$ cat src/rtl/debounce_bank_pkg.sv
// Shared defaults, channel pulse type and a constant clog2 helper for the
// debounce bank.
package debounce_bank_pkg;

  localparam int DEFAULT_DELAY       = 5;
  localparam int DEFAULT_SYNC_STAGES = 2;
  localparam int DEFAULT_LONG_DELAY  = 0;

  typedef struct packed {
    logic rise;
    logic fall;
  } edge_pulse_t;

  // Bits needed to hold values 0..value-1; never less than one bit.
  function automatic int clog2(input int value);
    int result;
    result = 0;
    for (int i = 0; i < 31; i++) begin
      if ((1 << i) < value) result = i + 1;
    end
    return (result < 1) ? 1 : result;
  endfunction

endpackage

$ cat src/rtl/debounce_bank_channel.sv
// One debounced switch: synchroniser, stability counter, accepted level,
// edge pulses and optional long-press detector.
module debounce_channel
  import debounce_bank_pkg::*;
#(
  parameter int   DELAY       = DEFAULT_DELAY,
  parameter int   SYNC_STAGES = DEFAULT_SYNC_STAGES,
  parameter int   LONG_DELAY  = DEFAULT_LONG_DELAY,
  parameter logic RESET_BIT   = 1'b0
) (
  input  logic clk,
  input  logic rst,
  input  logic in_bit,
  output logic level,
  output logic rise,
  output logic fall,
  output logic long_press,
  output logic change_next
);

  localparam int                CNT_W    = clog2(DELAY + 1);
  localparam logic [CNT_W-1:0] CNT_LAST = CNT_W'(DELAY - 1);
  localparam logic [CNT_W-1:0] CNT_MAX  = CNT_W'(DELAY);

  logic [SYNC_STAGES-1:0] sync_reg;
  logic [CNT_W-1:0]       cnt_reg;
  logic [CNT_W-1:0]       cnt_next;
  logic                   level_reg;
  logic                   level_next;
  logic                   rise_reg;
  logic                   fall_reg;
  logic                   s;
  logic                   differ;
  logic                   toggle;
  edge_pulse_t            pulse_next;

  always_ff @(posedge clk or posedge rst) begin
    if (rst) sync_reg <= {SYNC_STAGES{RESET_BIT}};
    else     sync_reg <= {sync_reg[SYNC_STAGES-2:0], in_bit};
  end

  assign s = sync_reg[SYNC_STAGES-1];

  // The DELAY-th consecutive differing sample flips the level directly.
  always_comb begin
    differ          = s ^ level_reg;
    toggle          = differ && (cnt_reg == CNT_LAST);
    cnt_next        = '0;
    if (differ && !toggle) begin
      cnt_next = (cnt_reg == CNT_MAX) ? cnt_reg : cnt_reg + 1'b1;
    end
    level_next      = level_reg ^ toggle;
    pulse_next.rise = toggle & ~level_reg;
    pulse_next.fall = toggle & level_reg;
  end

  always_ff @(posedge clk or posedge rst) begin
    if (rst) begin
      cnt_reg   <= '0;
      level_reg <= RESET_BIT;
      rise_reg  <= 1'b0;
      fall_reg  <= 1'b0;
    end else begin
      cnt_reg   <= cnt_next;
      level_reg <= level_next;
      rise_reg  <= pulse_next.rise;
      fall_reg  <= pulse_next.fall;
    end
  end

  assign level       = level_reg;
  assign rise        = rise_reg;
  assign fall        = fall_reg;
  assign change_next = pulse_next.rise | pulse_next.fall;

  generate
    if (LONG_DELAY > 0) begin : g_long
      localparam int               LP_W    = clog2(LONG_DELAY + 1);
      localparam logic [LP_W-1:0] LP_LAST = LP_W'(LONG_DELAY - 1);

      logic [LP_W-1:0] lp_cnt_reg;
      logic            armed_reg;
      logic            long_reg;

      // Armed on each rise; disarmed after firing or by a fall, so a press
      // fires at most once and never alongside its own fall.
      always_ff @(posedge clk or posedge rst) begin
        if (rst) begin
          lp_cnt_reg <= '0;
          armed_reg  <= 1'b0;
          long_reg   <= 1'b0;
        end else begin
          long_reg <= 1'b0;
          if (pulse_next.rise) begin
            lp_cnt_reg <= '0;
            armed_reg  <= 1'b1;
          end else if (pulse_next.fall) begin
            armed_reg <= 1'b0;
          end else if (level_reg && armed_reg) begin
            if (lp_cnt_reg == LP_LAST) begin
              long_reg  <= 1'b1;
              armed_reg <= 1'b0;
            end else begin
              lp_cnt_reg <= lp_cnt_reg + 1'b1;
            end
          end
        end
      end

      assign long_press = long_reg;
    end else begin : g_no_long
      assign long_press = 1'b0;
    end
  endgenerate

endmodule

$ cat src/rtl/debounce_bank.sv
// Bank of WIDTH independent switch debouncers with edge, long-press and
// any-change reporting.
module debounce_bank
  import debounce_bank_pkg::*;
#(
  parameter int               WIDTH       = 8,
  parameter int               DELAY       = DEFAULT_DELAY,
  parameter int               SYNC_STAGES = DEFAULT_SYNC_STAGES,
  parameter int               LONG_DELAY  = DEFAULT_LONG_DELAY,
  parameter logic [WIDTH-1:0] RESET_VAL   = '0
) (
  input  logic             clk,
  input  logic             rst,
  input  logic [WIDTH-1:0] in_switch,
  output logic [WIDTH-1:0] out_switch,
  output logic [WIDTH-1:0] rise,
  output logic [WIDTH-1:0] fall,
  output logic [WIDTH-1:0] long_press,
  output logic             any_change
);

  logic [WIDTH-1:0] change_next;
  logic             any_change_reg;

  genvar gi;
  generate
    for (gi = 0; gi < WIDTH; gi++) begin : g_chan
      debounce_channel #(
        .DELAY      (DELAY),
        .SYNC_STAGES(SYNC_STAGES),
        .LONG_DELAY (LONG_DELAY),
        .RESET_BIT  (RESET_VAL[gi])
      ) u_chan (
        .clk        (clk),
        .rst        (rst),
        .in_bit     (in_switch[gi]),
        .level      (out_switch[gi]),
        .rise       (rise[gi]),
        .fall       (fall[gi]),
        .long_press (long_press[gi]),
        .change_next(change_next[gi])
      );
    end
  endgenerate

  // Registered from the channels' next-pulse terms so it lines up with rise/fall.
  always_ff @(posedge clk or posedge rst) begin
    if (rst) any_change_reg <= 1'b0;
    else     any_change_reg <= |change_next;
  end

  assign any_change = any_change_reg;

endmodule

$ cat config.mk
export PLATFORM = sky130hd
export DESIGN_NAME = debounce_bank
export DESIGN_NICKNAME = d
export VERILOG_FILES = /design/src/rtl/debounce_bank_pkg.sv /design/src/rtl/debounce_bank_channel.sv /design/src/rtl/debounce_bank.sv
export SDC_FILE = /design/constraint.sdc
export NUM_CORES = 1
export LEC_CHECK = 0
export ABC_AREA = 1
export BUFFER_PORTS_ARGS = -buffer_cell sky130_fd_sc_hd__clkbuf_2
export CORE_AREA = 4 4 66 92
export DETAILED_ROUTE_END_ITERATION = 16
export DIE_AREA = 0 0 70 96
export PLACE_DENSITY = 0.8
export SYNTH_ARGS = -nofsm -noshare
export SYNTH_HDL_FRONTEND = slang
export SYNTH_SLANG_ARGS = --single-unit
$ cat constraint.sdc
create_clock -name clk -period 6.27 [get_ports clk]
set_input_delay 1.254 -clock clk [delete_from_list [all_inputs] [get_ports clk]]
set_output_delay 1.254 -clock clk [all_outputs]
set_load 0.01 [all_outputs]
* Word-level counts from Yosys, hierarchy flattened
Index checks and enable logic that the tools add are counted.
** Cells by class
- Add/sub/neg operators :: 8
- Equal/unequal tests :: 24
- Multiplexer cells :: 16
- Bitwise gates (word level) :: 48
- Reduce and logical (&&, ||, !) cells :: 25
** Operators with widths (number)
- == test 3 bit, second input constant :: 16
- two-way mux 3 bit :: 16
- adder 3 x 1 -> 3 bit, second input constant :: 8
- bitwise AND 1 bit :: 16
- logical AND 1 bit :: 16
- inequality test 2 bit, second input constant :: 8
- XOR 1 bit :: 16
- zero test 1 bit :: 8
- NOT 1 bit :: 8
- OR 1 bit :: 8
- OR reduction 8 bit :: 1
** Word-level totals
- Register bits after elaboration :: 65
- Bits of input ports :: 10
- Output and inout port bits :: 33
- Logic and storage cells :: 162

* Depth between registers and ports, before layout
- Depth in word-level cells :: 5
- Mapped depth :: 8
- Depth with buffers taken out :: 8

* Hierarchy
A second synthesis with hierarchy kept.
** Unflattened totals
- Cell total of the unflattened synthesis :: 369
- Area total of the unflattened synthesis :: 3188.1 sq um
** By module, submodules not included
- debounce_channel :: instances 8, cells an instance 44, area each 387.9 sq um, sequential area each 200.2 sq um
- debounce_bank :: instances 1, cells an instance 17, area each 85.1 sq um, sequential area each 25.0 sq um

* Least setup slack after synthesis
No wires, ideal clock.
- Kind :: flip-flop to output port
- Start point :: register with a tool-made name
- End point :: output port out_switch[7]
- Data arrival time :: 519 ps
- Required time :: 5016 ps
- Slack :: 4497 ps
- Cell stages (with the launch flop) :: 2
- Buffers on the path :: 1
- Cell sequence :: dfrtp_1 -> buf_4
** RTL lines
- end, declared :: line debounce_bank.sv:15 : output logic [WIDTH-1:0] out_switch,

==> metrics.yaml <==
run_status:
  outcome: "completed"
floorplanning:
  initial_utilization_pct: 58.4
  die_w_um: 70
  dieArea_sq_um: 6720
  dieHeight_um: 96
  io_pins: 43
  rows: 31
  core_sq_um: 5200
yosys:
  synth_most_common_cell: "nand2_1"
  synth_compound_area_share_pct: 3.96
  synthArstFlopShare_pct: 100
  syn_inst: 313
  synth-seq-cells: 65
  synth_top_area_share_pct: 53.6
  synthMuxAreaShare_pct: 0
  synth_xor_area_share_pct: 4.62
  avgSynthCellArea_sq_um: 9.69
  synth_edf_count: 0
  synthSimpleGateAreaFrac_pct: 14.8
  synthesis.area_sq_um: 3030
  synth_top_family_by_area: "simple AND/OR/NAND/NOR gates"
  synthDistinctLibCells: 15
  synthAdderAreaFrac_pct: 9.90
  netlist_top_cells_area: "dfrtp_1 (54%), ha_1 (9.9%), nand2_1 (8.3%)"
  seq_area_frac_synth_pct: 53.6
  synth_largest_area_cell: "dfrtp_1"
  yosys_most_used_dff: "dfrtp_1"
  ys_warn_count: 0
  synthTopCellsByCount: "nand2_1 (67), dfrtp_1 (65), inv_1 (40), buf_4 (32), nor2_1 (26)"
routing:
  post_drt_wl_per_cell_um: 10.8
  vias: 1899
  via_per_inst: 4.69
  drt_first_pass_iters: 7
  drt_iter0_drc: 59
  drc: 0
  totalWireLength_um: 4370
  ant_nets: 0
setup_path:
  worstPathArrival_ns: 0.89
  cp_num_buf_inv: 1
  worst-r2r-cell-count: 8
  max_stage_delay_ns: 0.41
  end_kind: "primary output"
  cp_cell_sequence: "clkbuf_2"
  critPathLaunchType: "register"
  r2r-start: "g_chan[1].u_chan.cnt_reg[0]"
  r2r_slack_ns: 5.01
  path_delay_family: "flip-flops"
  crit_path_max_fanout: 4
  crit_type: "register to primary output"
  rr_endpoint: "any_change"
  slowest_stage: "dfrtp_1"
  cp.required_ns: 5.02
sta:
  setup_viol: 0
  relSlewSlack_pct: 48.9
  worstMarginPinSlew_ns: 0.767
  period_minus_slack_ns: 2.14
  drv_slew: 0
  fin_tns_setup_ns: 0
  period_share_pct: 34.2
  hold_viol: 0
  max_freq_ghz: 0.467
  clock_skew_ns: 0.00689
  rsz0062_at_grt: "no"
clock_tree:
  insertion_delay_ns: 0.33
  postCtsSetupRepairBufs: 0
  cts_buffer_depth: 2
  cts_made_buffers: 9
  cts_resized: 0
  cts_hold_buffers: 0
  htreeDepth: 3
  cts.sinks: 65
  clockRootBuffer: "clkbuf_8"
  clk_pin_slew_worst_paths_ns: 0.07
  cts_tree: "built"
hold_path:
  hold_path.class: "register to register"
  hp-start: "g_chan[7].u_chan.sync_reg[0]"
  hold_path_depth: 0
  hold_path_end: "g_chan[7].u_chan.sync_reg[1]"
power_and_ir_drop:
  p_leak_nw: 1.79
  ir_drop_mv: 0.220
  power_mw: 1.34
  power_density_nw_per_um2: 409
grt:
  grt_overflow: 0
  antenna_found_initial: 0
  grt.total_usage_pct: 14.9
  grt_max_degree: 66
  grt_pass1_vias: 1873
  grt_pass1_wl_um: 7740
cells_and_area:
  diodes: 0
  layout.cells.non_filler: 405
  postLayoutCellArea_sq_um: 3270
  layout.nets: 368
  area_growth_pct: 7.67
  drive_gt1_share_pct: 17.7
job:
  max_cap_violations: 0
placed_design:
  dpl.cell_count: 389
  hpwlAfterDp_um: 3250
  place_area_sq_um: 3080
  port_buffers: 34
  gp_congestion: 0.758
==> cells by family after synthesis <==
logic type | after synthesis
AO/OA/AOI/OAI | 24
XOR/XNOR | 16
adder cells (fa/ha/maj) | 24
buffers and inverters | 73
flip-flops | 65
other | 1
AND/OR/NAND/NOR | 110
==> power by group <==
part	switching, mW	total [mW]	internal, mW
sequential	0.0852	0.602	0.516
combinational	0.238	0.401	0.163
clock	0.151	0.333	0.181
total	0.474	1.34	0.861
==> cells in the final DEF (no fill, tap or decap) <==
cell and n:
clkbuf_2 34, a21oi_1 16, clkbuf_8 9, clkbuf_1 1
nand3_1 9, clkinv_4 1, o21ai_0 8, nor2_1 26
bufinv_16 1, xnor2_1 8, buf_4 1, inv_2 2
ha_1 24, nand2_1 67, nand2_2 7, nand3_2 1
inv_1 39, conb_1 8, dfrtp_1 65, xor2_1 8
clkinv_2 4
==> layout make-up <==
type | count | area (sq um)
Fill cell | 432 | 1930
Sequential cell | 65 | 1630
Multi-Input combinational cell | 182 | 1040
Timing Repair Buffer | 35 | 178
Inverter | 41 | 154
Clock buffer | 10 | 128
Tap cell | 66 | 82.6
Clock inverter | 6 | 58.8
==> routing by layer <==
metal	part of all wire, %	GRT usage (%)	vias up
li1	-	-	958
met1	40	16.5	904
met2	54	25.9	32
met3	3.9	3.66	5
met4	1.7	9.11	0
met5	0	0	-
==> how the worst max path moves through the flow <==
| stage | startpoint | end | cells after the start |
|---|---|---|---|
| floorplan | rst | asynchronous set/reset pin | 1 |
| global placement | rst | g_chan[3].u_chan.rise | 3 |
| detailed placement | rst | asynchronous set/reset pin | 3 |
| CTS | register | out_switch[0] | 1 |
| global route | register | out_switch[5] | 1 |
| finish | register | out_switch[0] | 1 |
==> through the flow <==
step                      setup slack (ns)  util, %  hold slack [ns]
after floorplan                       3.39        -            0.331
after CTS                             4.11     62.8            0.352
after detailed placement              4.23     59.2            0.335
after global routing                  4.07     62.8            0.354
final                                 4.13     62.8            0.351
after global placement                4.23     59.2            0.333
Power figures use the tool's default switching activity.
